$ cat src/rtl/alu_pkg.sv
// alu_pkg: shared ALU op encoding, NZCV flag layout and datapath constants.
package alu_pkg;

    typedef enum logic [1:0] {
        ADD = 2'b00,
        SUB = 2'b01,
        XOR = 2'b10,
        NOT = 2'b11
    } alu_op_t;

    typedef struct packed {
        logic n;
        logic z;
        logic c;
        logic v;
    } nzcv_t;

    localparam int ALU_W  = 32;
    localparam int MSB    = ALU_W - 1;
    localparam int FLAG_N = 3;
    localparam int FLAG_Z = 2;
    localparam int FLAG_C = 1;
    localparam int FLAG_V = 0;

endpackage

$ cat src/rtl/ALUConFlags.sv
// ALUConFlags: 32-bit combinational ALU producing NZCV flags.
//   a_i, b_i  operands
//   op_i      ADD / SUB / XOR / NOT (NOT inverts a_i)
//   result_o  result
//   flags_o   NZCV; C and V are forced to 0 for XOR and NOT
module ALUConFlags
    import alu_pkg::*;
(
    input  logic [ALU_W-1:0] a_i,
    input  logic [ALU_W-1:0] b_i,
    input  alu_op_t          op_i,
    output logic [ALU_W-1:0] result_o,
    output nzcv_t            flags_o
);

    logic             sub;
    logic [ALU_W-1:0] b_eff;
    logic [ALU_W:0]   sum;

    // SUB is a + ~b + 1, so C is the ARM-style "no borrow" flag.
    always_comb begin
        sub      = (op_i == SUB);
        b_eff    = sub ? ~b_i : b_i;
        sum      = {1'b0, a_i} + {1'b0, b_eff} + {{ALU_W{1'b0}}, sub};
        result_o = (op_i == XOR) ? a_i ^ b_i : (op_i == NOT) ? ~a_i : sum[ALU_W-1:0];
        flags_o.n = result_o[MSB];
        flags_o.z = (result_o == '0);
        flags_o.c = !op_i[1] & sum[ALU_W];
        flags_o.v = !op_i[1] & (a_i[MSB] == b_eff[MSB]) & (sum[MSB] != a_i[MSB]);
    end

endmodule

$ cat src/rtl/alu_rr_pick.sv
// alu_rr_pick: 2-way combinational round-robin picker.
//   valid_i  request valids, bit i = requester i
//   prio_i   requester that wins when both are valid
//   gnt_o    granted requester id (0 when nothing is valid)
//   any_o    at least one requester is valid
module alu_rr_pick (
    input  logic [1:0] valid_i,
    input  logic       prio_i,
    output logic       gnt_o,
    output logic       any_o
);

    always_comb begin
        any_o = |valid_i;
        gnt_o = (&valid_i) ? prio_i : valid_i[1];
    end

endmodule

$ cat src/rtl/alu_share_arbiter.sv
// alu_share_arbiter: round-robin sharing of one flag-producing ALU between two requesters.
//   clk, rst_n            clock, asynchronous active-low reset
//   req_valid_i/ready_o   per-requester handshake
//   req_a_i/b_i/op_i      per-requester operands and op
//   req_setf_i            accepted op also writes that requester's NZCV register
//   rsp_valid_o/ready_i   single-slot response handshake
//   rsp_id_o/result_o     granted requester and ALU result, one cycle after accept
//   rsp_flags_o           NZCV of that op regardless of setf
//   flags0_o/flags1_o     architectural NZCV per requester
// N must be 32: the flag logic is hard-wired to bit 31.
module alu_share_arbiter
    import alu_pkg::*;
#(
    parameter int N = 32
) (
    input  logic            clk,
    input  logic            rst_n,
    input  logic [1:0]      req_valid_i,
    output logic [1:0]      req_ready_o,
    input  logic [1:0][N-1:0] req_a_i,
    input  logic [1:0][N-1:0] req_b_i,
    input  logic [1:0][1:0] req_op_i,
    input  logic [1:0]      req_setf_i,
    output logic            rsp_valid_o,
    input  logic            rsp_ready_i,
    output logic            rsp_id_o,
    output logic [N-1:0]    rsp_result_o,
    output logic [3:0]      rsp_flags_o,
    output logic [3:0]      flags0_o,
    output logic [3:0]      flags1_o
);

    logic         gnt;
    logic         any;
    logic         free;
    logic         accept;
    logic [N-1:0] alu_res;
    nzcv_t        alu_fl;

    logic         rsp_valid_q, rsp_valid_d;
    logic         rsp_id_q, rsp_id_d;
    logic [N-1:0] rsp_result_q, rsp_result_d;
    nzcv_t        rsp_flags_q, rsp_flags_d;
    nzcv_t        flags0_q, flags0_d;
    nzcv_t        flags1_q, flags1_d;
    logic         prio_q, prio_d;

    alu_rr_pick u_pick (
        .valid_i (req_valid_i),
        .prio_i  (prio_q),
        .gnt_o   (gnt),
        .any_o   (any)
    );

    ALUConFlags u_alu (
        .a_i      (req_a_i[gnt]),
        .b_i      (req_b_i[gnt]),
        .op_i     (alu_op_t'(req_op_i[gnt])),
        .result_o (alu_res),
        .flags_o  (alu_fl)
    );

    // The slot refills in the same cycle it drains, giving one op per cycle.
    always_comb begin
        free         = !rsp_valid_q | rsp_ready_i;
        accept       = any & free;
        req_ready_o  = accept ? (gnt ? 2'b10 : 2'b01) : 2'b00;
        rsp_valid_d  = accept | (rsp_valid_q & !rsp_ready_i);
        rsp_id_d     = accept ? gnt : rsp_id_q;
        rsp_result_d = accept ? alu_res : rsp_result_q;
        rsp_flags_d  = accept ? alu_fl : rsp_flags_q;
        flags0_d     = (accept & !gnt & req_setf_i[0]) ? alu_fl : flags0_q;
        flags1_d     = (accept & gnt & req_setf_i[1]) ? alu_fl : flags1_q;
        prio_d       = accept ? !gnt : prio_q;
    end

    always_ff @(posedge clk or negedge rst_n) begin
        if (!rst_n) begin
            rsp_valid_q  <= 1'b0;
            rsp_id_q     <= 1'b0;
            rsp_result_q <= '0;
            rsp_flags_q  <= '0;
            flags0_q     <= '0;
            flags1_q     <= '0;
            prio_q       <= 1'b0;
        end else begin
            rsp_valid_q  <= rsp_valid_d;
            rsp_id_q     <= rsp_id_d;
            rsp_result_q <= rsp_result_d;
            rsp_flags_q  <= rsp_flags_d;
            flags0_q     <= flags0_d;
            flags1_q     <= flags1_d;
            prio_q       <= prio_d;
        end
    end

    always_comb begin
        rsp_valid_o  = rsp_valid_q;
        rsp_id_o     = rsp_id_q;
        rsp_result_o = rsp_result_q;
        rsp_flags_o  = rsp_flags_q;
        flags0_o     = flags0_q;
        flags1_o     = flags1_q;
    end

endmodule

$ cat config.mk
export PLATFORM = sky130hd
export DESIGN_NAME = alu_share_arbiter
export DESIGN_NICKNAME = d
export VERILOG_FILES = /design/src/rtl/alu_pkg.sv /design/src/rtl/ALUConFlags.sv /design/src/rtl/alu_rr_pick.sv /design/src/rtl/alu_share_arbiter.sv
export SDC_FILE = /design/constraint.sdc
export NUM_CORES = 1
export LEC_CHECK = 0
export ABC_AREA = 0
export CAP_MARGIN = 20
export CORE_AREA = 2 2 112 135
export DETAILED_ROUTE_END_ITERATION = 8
export DIE_AREA = 0 0 114 137
export PLACE_DENSITY = 0.78
export SLEW_MARGIN = 40
export SYNTH_ARGS = -nofsm -noshare
export SYNTH_HDL_FRONTEND = slang
export SYNTH_SLANG_ARGS = --single-unit
$ cat constraint.sdc
create_clock -name clk -period 7.1 [get_ports clk]
set_clock_uncertainty 0.15 [all_clocks]
set_input_delay 2.13 -clock clk [delete_from_list [all_inputs] [get_ports clk]]
set_output_delay 2.13 -clock clk [all_outputs]
set_load 0.02 [all_outputs]
# After elaboration in Yosys (flattened, before gate mapping)
# Index checks and enable logic that the tools add are counted.
# classes
reduce_logical	7
n_bitwise	14
n_addsub	2
mux	12
magnitude_cmp	1
n_eq_ne	5
# ops
operator	count
two-way mux 32 bit	7
NOT 32 bit	2
adder 32 x 32 -> 33 bit	1
adder 33 x 1 -> 33 bit	1
logical NOT 32 bit	1
XOR 32 bit	1
AND 1 bit	9
two-way mux 2 bit	4
equality test 2 bit, second input constant	2
logical NOT 1 bit	4
equality test 2 x 1 -> 1 bit, second input constant	1
< comparator 1 x 2 -> 1 bit, second input constant	1
bitwise OR 1 bit	2
AND reduction 2 bit	1
OR reduction 2 bit	1
equality test 1 bit	1
two-way mux 1 bit	1
!= test 1 bit	1
# word_totals
regBits	47
output_inout_bits	48

# Logic depth before layout (Yosys ltp)
# Gate-level depths: netlist of run 1.
# depth
ltp_word	11
depth_mapped	22
mapped_depth_nobuf	17

# Cells and area by module
# A second synthesis of run 1 with hierarchy kept.
# hier_totals
cells_unflattened	662
area_unflattened_um2	5931.9
# by_module_without_submodules
mod	cells_per_inst	instances	seq_area_each_um2	area_per_inst_um2
ALUConFlags	480	1	0.0	3314.4
alu_share_arbiter	179	1	1176.1	2600.0
alu_rr_pick	3	1	0.0	17.5

# Least setup slack after synthesis of run 1
# No wires, ideal clock.
# synth_path
path_type	input port to flip-flop
startpoint	input req_valid_i[1]
endpoint	register flags0_q, in the netlist flags0_o[2]
cell_stages	22
arrival_time_ns	6.456
path_slack_ns	0.402
n_path_buf	7
path_cell_list	buf_2 -> inv_2 -> nor2_1 -> buf_2 -> buf_2 -> clkbuf_1 -> clkbuf_1 -> clkbuf_1 -> nand2_1 -> nand2_1 -> ha_1 -> clkbuf_1 -> a21oi_1 -> o21ai_1 -> nor2b_1 -> a211oi_2 -> a21oi_1 -> a2111oi_0 -> nor3_1 -> nor4_1 -> nand4_1 -> o31ai_2
# synth_between
elab_chain_cells	11
# synth_rtl
element	line	rtl
start, declared	alu_share_arbiter.sv:18	input logic [1:0] req_valid_i,
AND reduction 2 bit	alu_rr_pick.sv:15	gnt_o = (&valid_i) ? prio_i : valid_i[1];
two-way mux 1 bit	alu_rr_pick.sv:15	
two-way mux 2 bit (not written as such) / two-way mux 32 bit (equally long branches) (2 in series)	alu_share_arbiter.sv:58, alu_share_arbiter.sv:57	
equality test 2 x 1 -> 1 bit / NOT 32 bit (equally long branches)	ALUConFlags.sv:22, ALUConFlags.sv:23	
two-way mux 32 bit	ALUConFlags.sv:23	b_eff = sub ? ~b_i : b_i;
adder 32 x 32 -> 33 bit	ALUConFlags.sv:24	sum = {1'b0, a_i} + {1'b0, b_eff} + {{ALU_W{1'b0}}, sub};
adder 33 x 1 -> 33 bit	ALUConFlags.sv:24	
two-way mux 32 bit (2 in series)	ALUConFlags.sv:25	result_o = (op_i == XOR) ? a_i ^ b_i : (op_i == NOT) ? ~a_i : sum[ALU_W-1:0];
logical NOT 32 bit	ALUConFlags.sv:27	flags_o.z = (result_o == '0);
end signal, assigned	alu_share_arbiter.sv:91	flags0_q <= flags0_d;
end, declared	alu_share_arbiter.sv:44	nzcv_t flags0_q, flags0_d;
# Parallel ways exist; a longest one is shown, timed or not. The select of a mux whose other input is x is not followed.
# A chain may end at the register's enable or synchronous reset.

# Worst setup path in the final report of run 1
# layout_path
startpoint	input req_valid_i[0]
endpoint	register flags0_q, in the netlist flags0_o[2]
# Same word-level chain as after synthesis.

==> results of run 1 <==
## logic make-up after synthesis
logic type	Yosys count
and+or+nand+nor	358
AOI/OAI and AO/OA	223
xor gates and xnor gates	105
buffers and inverters	66
DFF	46
muxes	43
adders and majority gates	32
## worst max path at each step
stage / endpoint / slack, ns / start
6_report: flags0_o[2]$_DFFE_PN0P_ / 0.42 / req_valid_i[0]
3_5_place_dp: flags0_o[2]$_DFFE_PN0P_ / 0.21 / req_valid_i[0]
5_1_grt: rsp_flags_o[2]$_DFFE_PN0P_ / 0.05 / req_valid_i[0]
3_3_place_gp: flags0_o[2]$_DFFE_PN0P_ / 0.26 / req_valid_i[0]
4_1_cts: req_ready_o[0] / 0.44 / req_valid_i[0]
2_1_floorplan: flags0_o[2]$_DFFE_PN0P_ / 0.40 / req_valid_i[1]
## worst max-delay path: cells and delay by family
kind	cells	cell delay (ns)
xor gates and xnor gates	2	0.26
adders and majority gates	1	0.47
AOI/OAI and AO/OA	6	1.25
and+or+nand+nor	7	1.76
buffers and inverters	2	0.83
## cell usage in the layout, fill, tap and decap left out, types with 4 or more instances in the layout
master           instances
clkbuf_16                5
o21ai_0                 61
xnor2_1                 72
a21o_1                  18
nand2b_1                 6
dfrtp_1                 46
mux2_2                   5
a211oi_1                11
nand3_1                 17
o21a_1                   7
o31ai_1                  9
o211ai_1                14
nor2b_1                  4
nand2_1                189
mux2i_1                 38
o21ai_1                  9
a21oi_1                 47
a31oi_1                  9
nand4_1                 11
ha_1                    31
inv_1                   11
clkdlybuf4s50_1        185
nor3_1                  14
xor2_1                  33
nor2_1                  85
and2_1                   6
buf_4                   25
## synthesized netlist by cell type, types with 14 or more instances
master and instances:
a21oi_1 48, mux2i_1 38, xor2_1 33, nand3_1 17, nor2_1 86, o21ai_0 62
o211ai_1 14, ha_1 31, nand2_1 189, dfrtp_1 46, a21o_1 18, xnor2_1 72
clkbuf_1 37, nor3_1 14
## sequential cells by signal (all words and copies together), names as in the netlist
signal,flops
rsp_flags_o,3
flags1_o,4
flags0_o,4
rsp_result_o,32
prio_q,1
rsp_valid_o,1
rsp_id_o,1
## metal layers
metal	routed length, um	part of all wire	global-route usage	up-vias
met5	0	0	0	-
met4	504	0.023	0.0806	0
met3	1280	0.059	0.0266	37
met2	10700	0.50	0.494	255
met1	9130	0.42	0.348	3246
li1	-	-	-	3393
## final cells by class
cell class | count | area [um^2]
Fill cell | 1366 | 5850
Multi-Input combinational cell | 761 | 4800
Timing Repair Buffer | 212 | 2080
Sequential cell | 46 | 1150
Tap cell | 175 | 219
Clock buffer | 5 | 125
Inverter | 12 | 45.0
Clock inverter | 3 | 23.8
## where the power goes
| group | total [mW] | internal [mW] | leakage, nW | switching, mW |
|---|---|---|---|---|
| logic | 1.33 | 0.576 | 2.88 | 0.752 |
| clock network | 0.237 | 0.132 | 0.0664 | 0.105 |
| registers | 0.382 | 0.337 | 0.564 | 0.0449 |
| total | 1.95 | 1.04 | 3.51 | 0.902 |
## what timing repair did
action                     CTS  global route
gates resized for setup      0             1
setup endpoints to repair    0             3
hold buffers                 0             0
setup buffers                0             0
## per-stage QoR
stage | hold WS, ns | total power, mW | std cells | cell area (um^2) | setup slack (ns)
floorplan | 0.323 | 1.19 | 873 | 6190 | 0.402
global route | 0.339 | 2.08 | 1214 | 8450 | 0.0524
CTS | 0.332 | 1.93 | 1214 | 8450 | 0.439
global placement | 0.304 | 1.68 | 1206 | 8300 | 0.258
detailed placement | 0.313 | 1.69 | 1206 | 8300 | 0.213
finish | 0.327 | 1.95 | 1214 | 8450 | 0.417
==> impl_metrics.toml, run 1 <==
[logic_synthesis]
postSynthCellCount = 873
seq_area_frac_synth = 0.186
synth.area.top_cells = "dfrtp_1 (19%), nand2_1 (11%), xnor2_1 (10%), ha_1 (6.3%), mux2i_1 (6.1%)"
synth-edff-count = 0
synth_top_area_cell = "dfrtp_1"
syn_area_mm2 = 0.00619
synth_top_family_by_area = "simple AND/OR/NAND/NOR gates"
synthMuxAreaShare = 0.0705
yosys.area_share.simple = 0.251
synth_nets = 1044
synth_top_area_frac = 0.186
yosysWarnings = 0
synth-compound-area-share = 0.235
synth.distinct_cells = 65
synthXorXnorAreaFrac = 0.148
yosys_register_bits = 46
synthArstFlopShare = 1.00
synthFlopType = "dfrtp_1"
synth_fa_ha_area_frac = 0.0659
syn_avg_cell_area_um2 = 7.09

[clocking]
cts_max_path_buffers = 2
cts_root_buffer = "clkbuf_16"
cts_buffers = 5
clk_pin_slew_ns = 0.07
htree_levels = 2
cts.sinks = 46
tritoncts = "done"
clock_latency_ns = 0.29

[placement]
port-buffer-count = 186
gp_congestion = 1.03
hpwl_um = 17700

[worst_hold_path]
hp-start = "rsp_result_o[17]$_DFFE_PN0P_"
hold-path-endpoint = "rsp_result_o[17]$_DFFE_PN0P_"
hp-class = "reg2reg"
whs_path_depth = 2

[setup_path]
r2r_cells = 17
r2r_start = "prio_q$_DFFE_PN0P_"
path_class = "in2reg"
critPathMaxFanout = 18
worstPathRequired_ns = 7.15
cp_data_arrival_time_ns = 6.73
crit_top_cell = "nand4_1"
worstSetupEndpointType = "flip-flop"
slowest_stage = "clkdlybuf4s50_1"
crit-reg2reg-capture = "flags0_o[2]$_DFFE_PN0P_"
worstPathCellList = "clkdlybuf4s50_1 > and2b_1 > nor2_4 > nand3b_1 > o21ai_4 > buf_4 > xnor2_1 > ha_1 > nand4_1 > nor2_1 > o2111ai_1 > nand4_1 > a31oi_1 > xor2_1 > o21ai_0 > a211oi_1 > nand4_1 > o31ai_2"
max_stage_delay_ns = 0.50
worstSetupStartpointType = "input pin"
reg2reg_slack_ns = 2.40

[layout]
antenna_cells = 0
synthToLayoutAreaGrowth_pct = 36.4
utilization = 0.591
drive_above_1_share = 0.0568
nNetsFinal = 1209

[sta]
fin_crit_ns = 6.68
drv_slew = 0
setup_violations = 0
slew_headroom = 0.573
worst_slew_pin_slew_ns = 0.641
min_period_over_period = 0.941
hold_violations = 0
rsz0062_at_grt = "false"
setup_tns_ns = 0
fmax_mhz = 150

[drt]
drt_first_pass_iters = 6
drt_iter0_drc = 527
drcViolationCount = 0
routed_wl_um = 21600
vias = 6931
viasPerCell = 5.71
drtAntennaViolNets = 0
routedWlPerCell_um = 17.8

[global_route]
track_usage = 0.275
grt.overflow.total = 0
grt_pass1_vias = 6701
antenna_found_initial = 0
grt_start_max_net_pins = 47
grt_pass1_wl_um = 34200

[floorplanning]
die_h_um = 137
die_area_mm2 = 0.0156
rows = 48
core_mm2 = 0.0143
initial_utilization = 0.433
io_pins = 187
die_w_um = 114

[pwr]
pwr_density_cell_mw_per_mm2 = 230
leakagePower_nw = 3.51
ir_drop_mv = 0.139

[run]
drv_cap = 0

[status]
outcome = "finished, final reports clean"
Power figures use the tool's default switching activity.
==> run 2: changes to the inputs <==
- CAP_MARGIN: 20 -> default
==> results of run 2 <==
The final DEF is identical to that of run 1; final timing and power are the same.
